==> config.mk <==
export PLATFORM = sky130hd
export DESIGN_NAME = ir_pdm_tx_scheduler
export DESIGN_NICKNAME = d
export VERILOG_FILES = /design/src/rtl/ir_pdm_pkg.sv /design/src/rtl/pdm_clk_div.sv /design/src/rtl/ir_pdm_tx_scheduler.sv
export SDC_FILE = /design/constraint.sdc
export NUM_CORES = 1
export LEC_CHECK = 0
export ABC_AREA = 0
export CAP_MARGIN = 15
export CORE_MARGIN = 3
export CORE_UTILIZATION = 39
export DETAILED_ROUTE_END_ITERATION = 8
export PLACE_DENSITY_LB_ADDON = 0.08
export RECOVER_POWER = 100
export SYNTH_ARGS = -nofsm -noshare
export SYNTH_HDL_FRONTEND = slang
export SYNTH_SLANG_ARGS = --single-unit
==> constraint.sdc <==
create_clock -name clk -period 2.2 [get_ports clk]
set_input_delay 0.44 -clock clk [delete_from_list [all_inputs] [get_ports clk]]
set_output_delay 0.44 -clock clk [all_outputs]
set_load 0.01 [all_outputs]
==> src/rtl/ir_pdm_pkg.sv <==
// Shared types and constants for the IR PDM transmit path.
package ir_pdm_pkg;

    localparam int IR_SYM_W = 5;
    localparam logic [IR_SYM_W-1:0] IR_SYM_IDLE = 5'h10;

    typedef enum logic [2:0] {
        IDLE,
        LOAD,
        ARM,
        WAIT_DONE,
        GAP
    } state_t;

    typedef struct packed {
        logic                last;
        logic [IR_SYM_W-1:0] data;
    } fifo_entry_t;

    // Number of bits needed to hold values 0..maxVal (never less than one).
    function automatic int bits_for(input int maxVal);
        bits_for = (maxVal < 2) ? 1 : $clog2(maxVal + 1);
    endfunction

endpackage

==> src/rtl/pdm_clk_div.sv <==
// Free-running divider: a square wave that toggles every HALF clk cycles,
// plus a one-cycle strobe in the first clk cycle the wave is high.
module pdm_clk_div
    import ir_pdm_pkg::*;
#(
    parameter int HALF = 2
) (
    input  logic clk,
    input  logic rstn,
    output logic o_wave,
    output logic o_rise
);

    localparam int CW = bits_for(HALF - 1);

    logic [CW-1:0] r_cnt;
    logic          r_wave;
    logic          r_rise;
    logic          w_wrap;

    assign w_wrap = (r_cnt == CW'(HALF - 1));

    // Half-period counter, wave toggle and registered rising-edge strobe.
    always_ff @(posedge clk or negedge rstn) begin
        if (!rstn) begin
            r_cnt  <= '0;
            r_wave <= 1'b0;
            r_rise <= 1'b0;
        end else begin
            if (w_wrap) begin
                r_cnt  <= '0;
                r_wave <= ~r_wave;
            end else begin
                r_cnt  <= r_cnt + 1'b1;
            end
            r_rise <= w_wrap && !r_wave;
        end
    end

    assign o_wave = r_wave;
    assign o_rise = r_rise;

endmodule

==> src/rtl/ir_pdm_tx_scheduler.sv <==
// IR PDM transmit scheduler: buffers symbols, generates ock/bck, and hands
// one symbol at a time to the modulator, framing with an inter-frame gap.
module ir_pdm_tx_scheduler
    import ir_pdm_pkg::*;
#(
    parameter int OCK_HALF    = 2,
    parameter int BCK_HALF    = 64,
    parameter int FIFO_DEPTH  = 4,
    parameter int GAP_BCK     = 2,
    parameter int TIMEOUT_BCK = 24
) (
    input  logic                clk,
    input  logic                rstn,
    input  logic                en,
    input  logic                s_valid,
    output logic                s_ready,
    input  logic [IR_SYM_W-1:0] s_data,
    input  logic                s_last,
    output logic                ock,
    output logic                bck,
    output logic                load,
    output logic [IR_SYM_W-1:0] mod_din,
    input  logic                mod_done,
    output logic                busy,
    output logic                frame_done,
    output logic                underrun,
    output logic                timeout
);

    localparam int AW    = (FIFO_DEPTH > 1) ? $clog2(FIFO_DEPTH) : 1;
    localparam int CNTW  = bits_for(FIFO_DEPTH);
    localparam int BCK_MAX = (TIMEOUT_BCK > GAP_BCK) ? TIMEOUT_BCK : GAP_BCK;
    localparam int BW    = bits_for(BCK_MAX);

    // Clock dividers
    logic w_ock;
    logic w_unused_ock_rise;
    logic w_bck;
    logic w_bck_rise;

    pdm_clk_div #(.HALF(OCK_HALF)) u_ock_div (
        .clk    (clk),
        .rstn   (rstn),
        .o_wave (w_ock),
        .o_rise (w_unused_ock_rise)
    );

    pdm_clk_div #(.HALF(BCK_HALF)) u_bck_div (
        .clk    (clk),
        .rstn   (rstn),
        .o_wave (w_bck),
        .o_rise (w_bck_rise)
    );

    // Symbol FIFO
    fifo_entry_t       r_mem [FIFO_DEPTH];
    logic [AW-1:0]     r_wr_ptr;
    logic [AW-1:0]     r_rd_ptr;
    logic [CNTW-1:0]   r_count;
    logic              w_empty;
    logic              w_full;
    logic              w_push;
    logic              w_pop;
    fifo_entry_t       w_head;
    fifo_entry_t       w_wr_entry;

    // Scheduler state
    state_t            r_state;
    state_t            w_next;
    logic [BW-1:0]     r_bck_cnt;
    logic [IR_SYM_W-1:0] r_mod_din;
    logic              r_cur_last;
    logic              r_frame_done;
    logic              r_underrun;
    logic              r_timeout;
    logic              w_frame_done;
    logic              w_underrun;
    logic              w_timeout;

    assign w_empty    = (r_count == '0);
    assign w_full     = (r_count == CNTW'(FIFO_DEPTH));
    assign w_push     = s_valid && !w_full;
    assign w_pop      = (r_state == LOAD);
    assign w_head     = r_mem[r_rd_ptr];
    assign w_wr_entry = '{last: s_last, data: s_data};

    // Storage array needs no reset; occupancy is tracked by r_count.
    always_ff @(posedge clk) begin
        if (w_push) begin
            r_mem[r_wr_ptr] <= w_wr_entry;
        end
    end

    // FIFO pointers and occupancy; simultaneous push and pop leave the count unchanged.
    always_ff @(posedge clk or negedge rstn) begin
        if (!rstn) begin
            r_wr_ptr <= '0;
            r_rd_ptr <= '0;
            r_count  <= '0;
        end else begin
            if (w_push) begin
                r_wr_ptr <= r_wr_ptr + 1'b1;
            end
            if (w_pop) begin
                r_rd_ptr <= r_rd_ptr + 1'b1;
            end
            case ({w_push, w_pop})
                2'b10:   r_count <= r_count + 1'b1;
                2'b01:   r_count <= r_count - 1'b1;
                default: r_count <= r_count;
            endcase
        end
    end

    // Next-state decode and one-cycle event flags.
    always_comb begin
        w_next       = r_state;
        w_frame_done = 1'b0;
        w_underrun   = 1'b0;
        w_timeout    = 1'b0;
        unique case (r_state)
            IDLE: begin
                if (en && !w_empty) begin
                    w_next = LOAD;
                end
            end
            LOAD: begin
                w_next = ARM;
            end
            ARM: begin
                w_next = WAIT_DONE;
            end
            WAIT_DONE: begin
                if (mod_done) begin
                    if (r_cur_last) begin
                        w_next       = GAP;
                        w_frame_done = 1'b1;
                    end else if (!w_empty) begin
                        w_next = LOAD;
                    end else begin
                        w_next     = IDLE;
                        w_underrun = 1'b1;
                    end
                end else if (w_bck_rise && (r_bck_cnt == BW'(TIMEOUT_BCK - 1))) begin
                    w_next    = IDLE;
                    w_timeout = 1'b1;
                end
            end
            GAP: begin
                if (w_bck_rise && (r_bck_cnt == BW'(GAP_BCK - 1))) begin
                    w_next = IDLE;
                end
            end
            default: begin
                w_next = IDLE;
            end
        endcase
    end

    // State register.
    always_ff @(posedge clk or negedge rstn) begin
        if (!rstn) begin
            r_state <= IDLE;
        end else begin
            r_state <= w_next;
        end
    end

    // bck-edge counter shared by WAIT_DONE timeout and GAP; cleared on every state change.
    always_ff @(posedge clk or negedge rstn) begin
        if (!rstn) begin
            r_bck_cnt <= '0;
        end else if (w_next != r_state) begin
            r_bck_cnt <= '0;
        end else if (w_bck_rise && ((r_state == WAIT_DONE) || (r_state == GAP))) begin
            r_bck_cnt <= r_bck_cnt + 1'b1;
        end
    end

    // Capture head symbol on entry to LOAD so mod_din is valid alongside the load strobe.
    always_ff @(posedge clk or negedge rstn) begin
        if (!rstn) begin
            r_mod_din  <= IR_SYM_IDLE;
            r_cur_last <= 1'b0;
        end else if ((w_next == LOAD) && (r_state != LOAD)) begin
            r_mod_din  <= w_head.data;
            r_cur_last <= w_head.last;
        end
    end

    // Register the event pulses so each is exactly one clean cycle wide.
    always_ff @(posedge clk or negedge rstn) begin
        if (!rstn) begin
            r_frame_done <= 1'b0;
            r_underrun   <= 1'b0;
            r_timeout    <= 1'b0;
        end else begin
            r_frame_done <= w_frame_done;
            r_underrun   <= w_underrun;
            r_timeout    <= w_timeout;
        end
    end

    assign s_ready    = !w_full;
    assign ock        = w_ock;
    assign bck        = w_bck;
    assign load       = (r_state == LOAD);
    assign mod_din    = r_mod_din;
    assign busy       = (r_state != IDLE) || !w_empty;
    assign frame_done = r_frame_done;
    assign underrun   = r_underrun;
    assign timeout    = r_timeout;

endmodule

==> impl_metrics.sql, run 1 <==
INSERT INTO impl_metrics (metric_group, metric, value, unit) VALUES
('global_route', 'grt_first_pass_wirelength', '7710', 'microns'),
('critical_path', 'cp-end-kind', 'primary output', ''),
('power_and_ir_drop', 'power_leakage', '0.00128', 'uW'),
('synth', 'ys.warnings.count', '0', ''),
('critical_path', 'timing.critical_path.from_type', 'flip-flop', ''),
('synth', 'asyncSetResetFlopFracSynth', '58.6', '%'),
('clock_network', 'cts-htree-levels', '3', ''),
('clock_network', 'clkTransAtPathRegs', '0.07', 'ns'),
('sta', 'grt_setup_unrepaired', 'true', ''),
('floorplanning', 'io-pin-count', '24', ''),
('clock_network', 'cts.sinks', '58', ''),
('route', 'initialDrtViolationCount', '99', ''),
('clock_network', 'clk_latency', '0.33', 'ns'),
('hold_path', 'hold_class', 'flip-flop to flip-flop', ''),
('sta', 'drv_slew', '0', ''),
('floorplanning', 'initial_core_util', '41.1', '%'),
('placed_design', 'gpl.final_weighted_congestion', '0.809', ''),
('synth', 'synth.top_cells.by_count', 'sky130_fd_sc_hd__dfrtp_1, sky130_fd_sc_hd__edfxtp_1, sky130_fd_sc_hd__inv_1, sky130_fd_sc_hd__nor2_1, sky130_fd_sc_hd__xor2_1', ''),
('critical_path', 'rrSetupSlack', '0.17', 'ns'),
('floorplanning', 'fp.dieH', '85.7', 'microns'),
('synth', 'synth.top_cells.by_area', 'sky130_fd_sc_hd__dfrtp_1, sky130_fd_sc_hd__edfxtp_1, sky130_fd_sc_hd__mux4_2', ''),
('placed_design', 'detailedPlacementHpwl', '3120', 'microns'),
('synth', 'synthesis.area_per_instance', '14.4', 'sq um'),
('synth', 'synth_top_flop_cell', 'sky130_fd_sc_hd__dfrtp_1', ''),
('cells_and_area', 'antenna_cells_inserted', '0', ''),
('critical_path', 'crit_end', 'busy', ''),
('sta', 'postLayoutSetupSlackWorst', '0.0782', 'ns'),
('sta', 'worst_slew_pin_slew', '0.836', 'ns'),
('critical_path', 'worstPathCellList', 'or3_1 -> or3_1 -> clkdlybuf4s15_1', ''),
('synth', 'synth_cell_types', '43', ''),
('synth', 'synth-seq-area-share', '63.5', '%'),
('cells_and_area', 'layout-area-overhead-vs-synth', '24.7', '%'),
('critical_path', 'slowest_delay', '0.46', 'ns'),
('sta', 'setup-violations-final', '0', ''),
('synth', 'synth_area_leader_cell', 'sky130_fd_sc_hd__dfrtp_1', ''),
('cells_and_area', 'post-route-util', '51.2', '%'),
('route', 'num_vias', '1474', ''),
('global_route', 'number_of_antenna_violations_at_the_first_check_in_global_routing', '0', ''),
('clock_network', 'cts_buffers', '9', ''),
('route', 'post_drt_wl_per_cell', '15.1', 'microns'),
('route', 'route.detailed.vias_per_inst', '5.08', ''),
('critical_path', 'cp_max_fo', '5', ''),
('cells_and_area', 'finish.net_count', '230', ''),
('critical_path', 'path_common_cell', 'sky130_fd_sc_hd__or3_1', ''),
('power_and_ir_drop', 'power.ir.vdd_worst', '0.633', 'mV'),
('placed_design', 'postPlaceCellArea', '0.00282', 'sq mm'),
('synth', 'synth_edf_count', '24', ''),
('synth', 'area_share_of_the_largest_cell_type_after_synthesis', '33.4', '%'),
('synth', 'synthMostInstantiatedCell', 'sky130_fd_sc_hd__dfrtp_1', ''),
('clock_network', 'clk_path_buf_depth', '2', ''),
('clock_network', 'clk_root_buffer_cell', 'sky130_fd_sc_hd__clkbuf_8', ''),
('placed_design', 'numPortBuffers', '23', ''),
('route', 'firstDrtPassIters', '4', ''),
('cells_and_area', 'multiInputGateArea', '861', 'sq um'),
('floorplanning', 'placementRows', '28', ''),
('critical_path', 'beginning_of_the_critical_path', 'r_count[2]', ''),
('clock_network', 'ctsHoldBuffers', '0', ''),
('critical_path', 'worst_ep_arrival_time', '1.68', 'ns'),
('route', 'post_route_wl', '4380', 'microns'),
('sta', 'max_clock_skew', '0.00664', 'ns'),
('floorplanning', 'core_area', '0.00603', 'sq mm'),
('floorplanning', 'floorplan.die.width', '85.7', 'microns'),
('critical_path', 'worstPathRequired', '1.76', 'ns'),
('synth', 'synthesis.area', '0.00248', 'sq mm'),
('global_route', 'overall_global_routing_usage', '13.9', '%'),
('sta', 'maxClockFrequency', '471', 'MHz'),
('status', 'outcome', 'finished clean', ''),
('placed_design', 'post-place-ws', '0.00746', 'ns'),
('cells_and_area', 'fillerInstances', '542', ''),
('sta', 'finalWorstPathRequiredPeriod', '2.12', 'ns'),
('global_route', 'vias_in_the_first_global_route', '1601', '');
logic make-up (layout without fill, tap and decap cells):
group | Yosys count | count (layout) | share of synthesized area (%)
DFF | 58 | 58 | 63.5
and+or+nand+nor | 48 | 48 | 10.5
AOI/OAI and AO/OA | 16 | 16 | 5.26
xor gates and xnor gates | 15 | 15 | 5.31
muxes | 13 | 13 | 8.59
buffers and inverters | 13 | 56 | 1.97
adders and majority gates | 9 | 9 | 4.85
repair_timing:
| action | in CTS | in global routing |
|---|---|---|
| endpoints found under the setup margin | 2 | 3 |
| setup buffers | 1 | 1 |
| resized for setup | 3 | 5 |
| pin swaps | 0 | 0 |
area by class of cell:
cell class | instances | area share [%]
sequential | 58 | 51.0
multi-input combinational | 101 | 27.9
timing repair buffer | 29 | 8.71
clock inverter | 7 | 4.05
clock buffer | 9 | 4.01
tap | 75 | 3.04
inverter | 11 | 1.34
worst max-delay path: cells and delay by family, from the launching register on:
family	cells	cell delay, ns
buffers and inverters	1	0.24
AND/OR/NAND/NOR	2	0.66
flip-flops	1	0.46
how the worst min path moves through the flow:
stage,startpoint,endpoint,slack [ns],depth (start not counted)
floorplan,rstn,frame_done,0.14,0
global placement,u_ock_div.r_cnt,u_ock_div.r_cnt,0.42,1
detailed placement,u_ock_div.r_cnt,u_ock_div.r_cnt,0.44,1
CTS,u_ock_div.r_cnt,u_ock_div.r_cnt,0.45,1
global route,u_ock_div.r_cnt,u_ock_div.r_cnt,0.47,1
finish,u_ock_div.r_cnt,u_ock_div.r_cnt,0.44,1
report_power, final:
| group | internal, uW | leakage (uW) | total (uW) | switching, uW |
|---|---|---|---|---|
| logic | 163 | 0.000502 | 380 | 217 |
| registers | 1270 | 0.000655 | 1340 | 64.6 |
| clock network | 762 | 0.000124 | 1200 | 438 |
| total | 2200 | 0.00128 | 2920 | 719 |
flip-flops by register name (all words and copies together) (netlist names), 2 cells and up:
name and count:
mod_din 5, r_wr_ptr 2, r_mem 24, u_bck_div.r_cnt 6, r_bck_cnt 5, r_state 3
r_count 3, r_rd_ptr 2
stage by stage:
step	std cells	hold slack, ns	total power [uW]	setup TNS [ns]
floorplan	172	0.144	1570	0
finish	290	0.444	2920	0
CTS	289	0.446	2950	0
global route	290	0.466	3090	-0.00865
detailed placement	272	0.435	1720	0
global placement	272	0.424	1680	0
per-layer routing:
| metal | track usage [%] | part of all wire (%) | vias to the layer above |
|---|---|---|---|
| met5 | 0 | 0 | - |
| met4 | 7.91 | 1.4 | 0 |
| met3 | 3.65 | 3.2 | 6 |
| met2 | 21.7 | 49 | 22 |
| met1 | 17.6 | 46 | 742 |
| li1 | - | - | 704 |
layout by cell type, fill, tap and decap left out, types with 2 or more instances in the layout:
| cell type | count |
|---|---|
| sky130_fd_sc_hd__nor2_1 | 11 |
| sky130_fd_sc_hd__buf_4 | 4 |
| sky130_fd_sc_hd__o221ai_1 | 2 |
| sky130_fd_sc_hd__and3_1 | 4 |
| sky130_fd_sc_hd__inv_1 | 9 |
| sky130_fd_sc_hd__nand4_1 | 3 |
| sky130_fd_sc_hd__edfxtp_1 | 24 |
| sky130_fd_sc_hd__clkinv_4 | 3 |
| sky130_fd_sc_hd__mux2_2 | 6 |
| sky130_fd_sc_hd__o21ai_0 | 4 |
| sky130_fd_sc_hd__or3_1 | 2 |
| sky130_fd_sc_hd__dfrtp_1 | 32 |
| sky130_fd_sc_hd__nand2_1 | 8 |
| sky130_fd_sc_hd__ha_1 | 8 |
| sky130_fd_sc_hd__nand3_1 | 4 |
| sky130_fd_sc_hd__clkdlybuf4s50_1 | 14 |
| sky130_fd_sc_hd__dlygate4sd3_1 | 8 |
| sky130_fd_sc_hd__xor2_1 | 10 |
| sky130_fd_sc_hd__inv_2 | 2 |
| sky130_fd_sc_hd__clkbuf_8 | 9 |
| sky130_fd_sc_hd__a21oi_1 | 2 |
| sky130_fd_sc_hd__nor3_1 | 4 |
| sky130_fd_sc_hd__mux4_2 | 6 |
| sky130_fd_sc_hd__bufinv_16 | 3 |
| sky130_fd_sc_hd__xnor2_1 | 5 |
Power figures use the tool's default switching activity.
==> run 2: changes to the inputs <==
==> constraint.sdc (replaced) <==
create_clock -name clk -period 2.4 [get_ports clk]
set_input_delay 0.48 -clock clk [delete_from_list [all_inputs] [get_ports clk]]
set_output_delay 0.48 -clock clk [all_outputs]
set_load 0.01 [all_outputs]
==> run 2 against run 1 <==
Global-route usage increased by 0.27 points. Die area unchanged. Utilization decreased by 1.0 points. Combinational power decreased by 17%. Register-to-register slack improved by 0.11 ns. Non-clock buffer count decreased by 5. Sequential share of layout area increased by 0.99 points. Clock skew increased by 0.0018 ns. Sequential cell count unchanged.
==> impl_metrics.sql, run 2 (synthesized netlist as in run 1, its figures left out) <==
INSERT INTO impl_metrics (metric_group, metric, value, unit) VALUES
('clock_network', 'cts.sinks', '58', ''),
('global_route', 'grt_first_pass_wirelength', '7910', 'microns'),
('placed_design', 'numPlacedInstances', '269', ''),
('sta', 'setup-violations-final', '0', ''),
('cells_and_area', 'post_route_cells_drive_above_1_share', '16.7', '%'),
('sta', 'timing.slew.headroom', '42.6', '%'),
('floorplanning', 'fp.dieH', '85.7', 'microns'),
('clock_network', 'ctsHoldBuffers', '0', ''),
('sta', 'max_clock_skew', '0.00845', 'ns'),
('sta', 'worst_slew_pin_slew', '0.861', 'ns'),
('sta', 'hold_viol', '0', ''),
('cells_and_area', 'final_design_area_no_fill', '0.00303', 'sq mm'),
('hold_path', 'min_to', 'u_ock_div.r_cnt', ''),
('critical_path', 'worst-path-stages', '3', ''),
('clock_network', 'cts_buffers', '9', ''),
('clock_network', 'clk_root_buffer_cell', 'sky130_fd_sc_hd__clkbuf_8', ''),
('critical_path', 'timing.setup.critical_path_class', 'flip-flop to primary output', ''),
('clock_network', 'clkTransAtPathRegs', '0.07', 'ns'),
('route', 'initialDrtViolationCount', '77', ''),
('clock_network', 'clk_path_buf_depth', '2', ''),
('cells_and_area', 'multiInputGateArea', '836', 'sq um'),
('clock_network', 'cts_tree', 'yes', ''),
('power_and_ir_drop', 'power_per_cell_area', '879', 'mW/mm^2'),
('hold_path', 'hold_path_startpoint', 'u_ock_div.r_cnt', ''),
('critical_path', 'timing.critical_path.from_type', 'flip-flop', ''),
('power_and_ir_drop', 'power.ir.vdd_worst', '0.451', 'mV'),
('critical_path', 'critical_path_buf_inv_count', '1', ''),
('floorplanning', 'floorplan.die.width', '85.7', 'microns'),
('global_route', 'overflow', '0', ''),
('power_and_ir_drop', 'power_leakage', '0.00130', 'uW'),
('cells_and_area', 'antenna_cells_inserted', '0', ''),
('cells_and_area', 'largest_register', 'r_mem', ''),
('global_route', 'vias_in_the_first_global_route', '1604', ''),
('sta', 'grt_setup_unrepaired', 'false', ''),
('floorplanning', 'die_area', '0.00734', 'sq mm'),
('critical_path', 'cp_max_fo', '9', ''),
('critical_path', 'worstPathCellList', 'or2_2 -> or3_1 -> dlygate4sd2_1', ''),
('status', 'outcome', 'finished clean', ''),
('placed_design', 'postPlaceCellArea', '0.00280', 'sq mm'),
('critical_path', 'crit_family', 'simple AND/OR/NAND/NOR gates', ''),
('hold_path', 'min_delay_path_depth', '1', ''),
('floorplanning', 'io-pin-count', '24', ''),
('route', 'num_vias', '1467', ''),
('cells_and_area', 'regArea', '0.00157', 'sq mm'),
('floorplanning', 'core_area', '0.00603', 'sq mm'),
('global_route', 'grt_max_degree', '35', ''),
('critical_path', 'worst_path_cell_with_the_longest_stage_delay', 'sky130_fd_sc_hd__dfrtp_1', ''),
('route', 'post_drt_wl_per_cell', '15.7', 'microns'),
('critical_path', 'reg2reg_to', 'r_count[2]', ''),
('placed_design', 'gpl.final_weighted_congestion', '0.724', ''),
('cells_and_area', 'most-common-layout-cells', 'sky130_fd_sc_hd__dfrtp_1, sky130_fd_sc_hd__edfxtp_1, sky130_fd_sc_hd__dlygate4sd3_1', ''),
('route', 'route.detailed.vias_per_inst', '5.15', ''),
('cells_and_area', 'finish.net_count', '225', ''),
('hold_path', 'hold_class', 'flip-flop to flip-flop', ''),
('critical_path', 'worstPathRequired', '1.92', 'ns'),
('cells_and_area', 'finalNonFillerCells', '285', ''),
('route', 'firstDrtPassIters', '4', ''),
('sta', 'post_route_fraction_of_the_period_consumed_by_the_critical_path', '93.7', '%'),
('run', 'cap_violations', '0', ''),
('critical_path', 'slowest_delay', '0.46', 'ns'),
('cells_and_area', 'layout_commonest_cell', 'sky130_fd_sc_hd__dfrtp_1', ''),
('critical_path', 'cp-end-kind', 'primary output', ''),
('critical_path', 'worstRegToRegCells', '10', ''),
('clock_network', 'post_cts.repair.setup_buffers', '0', ''),
('sta', 'maxClockFrequency', '445', 'MHz'),
('cells_and_area', 'largest_registers', 'r_mem: 24 flops, u_bck_div.r_cnt: 6 flops', ''),
('sta', 'drv_slew', '0', ''),
('global_route', 'number_of_antenna_violations_at_the_first_check_in_global_routing', '0', ''),
('critical_path', 'critical_path.reg2reg.startpoint', 'r_count[0]', ''),
('clock_network', 'clk_latency', '0.33', 'ns'),
('route', 'post-route-drc-count', '0', ''),
('floorplanning', 'initial_core_util', '41.1', '%'),
('cells_and_area', 'layout-area-overhead-vs-synth', '22.2', '%'),
('floorplanning', 'placementRows', '28', ''),
('global_route', 'overall_global_routing_usage', '14.2', '%'),
('critical_path', 'worst_ep_arrival_time', '1.77', 'ns'),
('placed_design', 'numPortBuffers', '23', ''),
('sta', 'finalWorstPathRequiredPeriod', '2.25', 'ns'),
('clock_network', 'cts-htree-levels', '3', ''),
('critical_path', 'rrSetupSlack', '0.28', 'ns'),
('route', 'post_route_wl', '4470', 'microns'),
('sta', 'tns', '0', 'ns'),
('placed_design', 'detailedPlacementHpwl', '3150', 'microns'),
('route', 'final_antenna_net_count', '0', ''),
('cells_and_area', 'fillerInstances', '554', ''),
('cells_and_area', 'max_reg_flops', '24', '');
run 2: cell types whose count changed in the layout (fill, tap and decap cells not counted), moves of 2 or more:
| cell | previous run | this run |
|---|---|---|
| sky130_fd_sc_hd__buf_4 | 4 | 0 |
| sky130_fd_sc_hd__clkdlybuf4s50_1 | 14 | 4 |
| sky130_fd_sc_hd__dlygate4sd3_1 | 8 | 18 |
| sky130_fd_sc_hd__inv_1 | 9 | 11 |
| sky130_fd_sc_hd__inv_2 | 2 | 0 |
run 2: per-layer routing:
metal	vias up	global-route usage [%]	routed length, microns
li1	691	-	-
met1	746	17.5	1950
met3	9	3.55	147
met5	-	0	0
met2	21	22.8	2290
met4	0	7.77	78
run 2: worst max-delay path by stage:
stage                     from    endpoint
floorplan           r_count[0]  r_count[2]
global placement       s_valid  r_count[2]
detailed placement     s_valid  r_count[2]
CTS                 r_state[0]        busy
global route        r_state[0]        busy
finish              r_state[0]        busy
run 2: worst reg2reg max path, stage by stage, from the launching register on:
cell and delay [ns]:
sky130_fd_sc_hd__dfrtp_1 0.43, sky130_fd_sc_hd__inv_1 0.15, sky130_fd_sc_hd__nand3_2 0.14, sky130_fd_sc_hd__and2_1 0.24, sky130_fd_sc_hd__inv_1 0.07, sky130_fd_sc_hd__ha_1 0.17
sky130_fd_sc_hd__inv_1 0.06, sky130_fd_sc_hd__fa_1 0.37, sky130_fd_sc_hd__xor2_1 0.15, sky130_fd_sc_hd__nor2_1 0.11, sky130_fd_sc_hd__xor2_1 0.16
run 2: timing repair:
action / in CTS / in global routing
resized for setup: 2 / 1
endpoints found under the setup margin: 1 / 1
endpoints found under the hold margin: 0 / 0
run 2: final cells by class:
type	instances	area share, %
sequential	58	52.0
multi-input combinational	101	27.6
timing repair buffer	24	7.73
clock inverter	7	4.13
clock buffer	9	4.09
tap	75	3.10
inverter	11	1.36
run 2: report_power, final:
part / switching, uW / internal, uW / total [uW]
Combinational: 186 / 129 / 315
Clock: 411 / 700 / 1110
Sequential: 67.1 / 1170 / 1240
Total: 665 / 2000 / 2660
run 2: per-stage QoR:
stage	power [uW]	setup WS [ns]	hold slack, ns	util, %
2_1_floorplan	1440	0.383	0.184	-
3_3_place_gp	1540	0.177	0.425	46.5
3_5_place_dp	1570	0.0620	0.431	46.5
4_1_cts	2700	0.141	0.441	50.6
5_1_grt	2810	0.0594	0.461	50.2
6_report	2660	0.152	0.434	50.2
==> run 3: changes to the inputs <==
--- a/config.mk
+++ b/config.mk
@@ -9,6 +9,7 @@
 export CAP_MARGIN = 15
 export CORE_MARGIN = 3
 export CORE_UTILIZATION = 39
+export CTS_BUF_LIST = sky130_fd_sc_hd__clkbuf_8
 export DETAILED_ROUTE_END_ITERATION = 8
 export PLACE_DENSITY_LB_ADDON = 0.08
 export RECOVER_POWER = 100
==> results of run 3 <==
The final DEF is identical to that of run 2; final timing and power are the same.
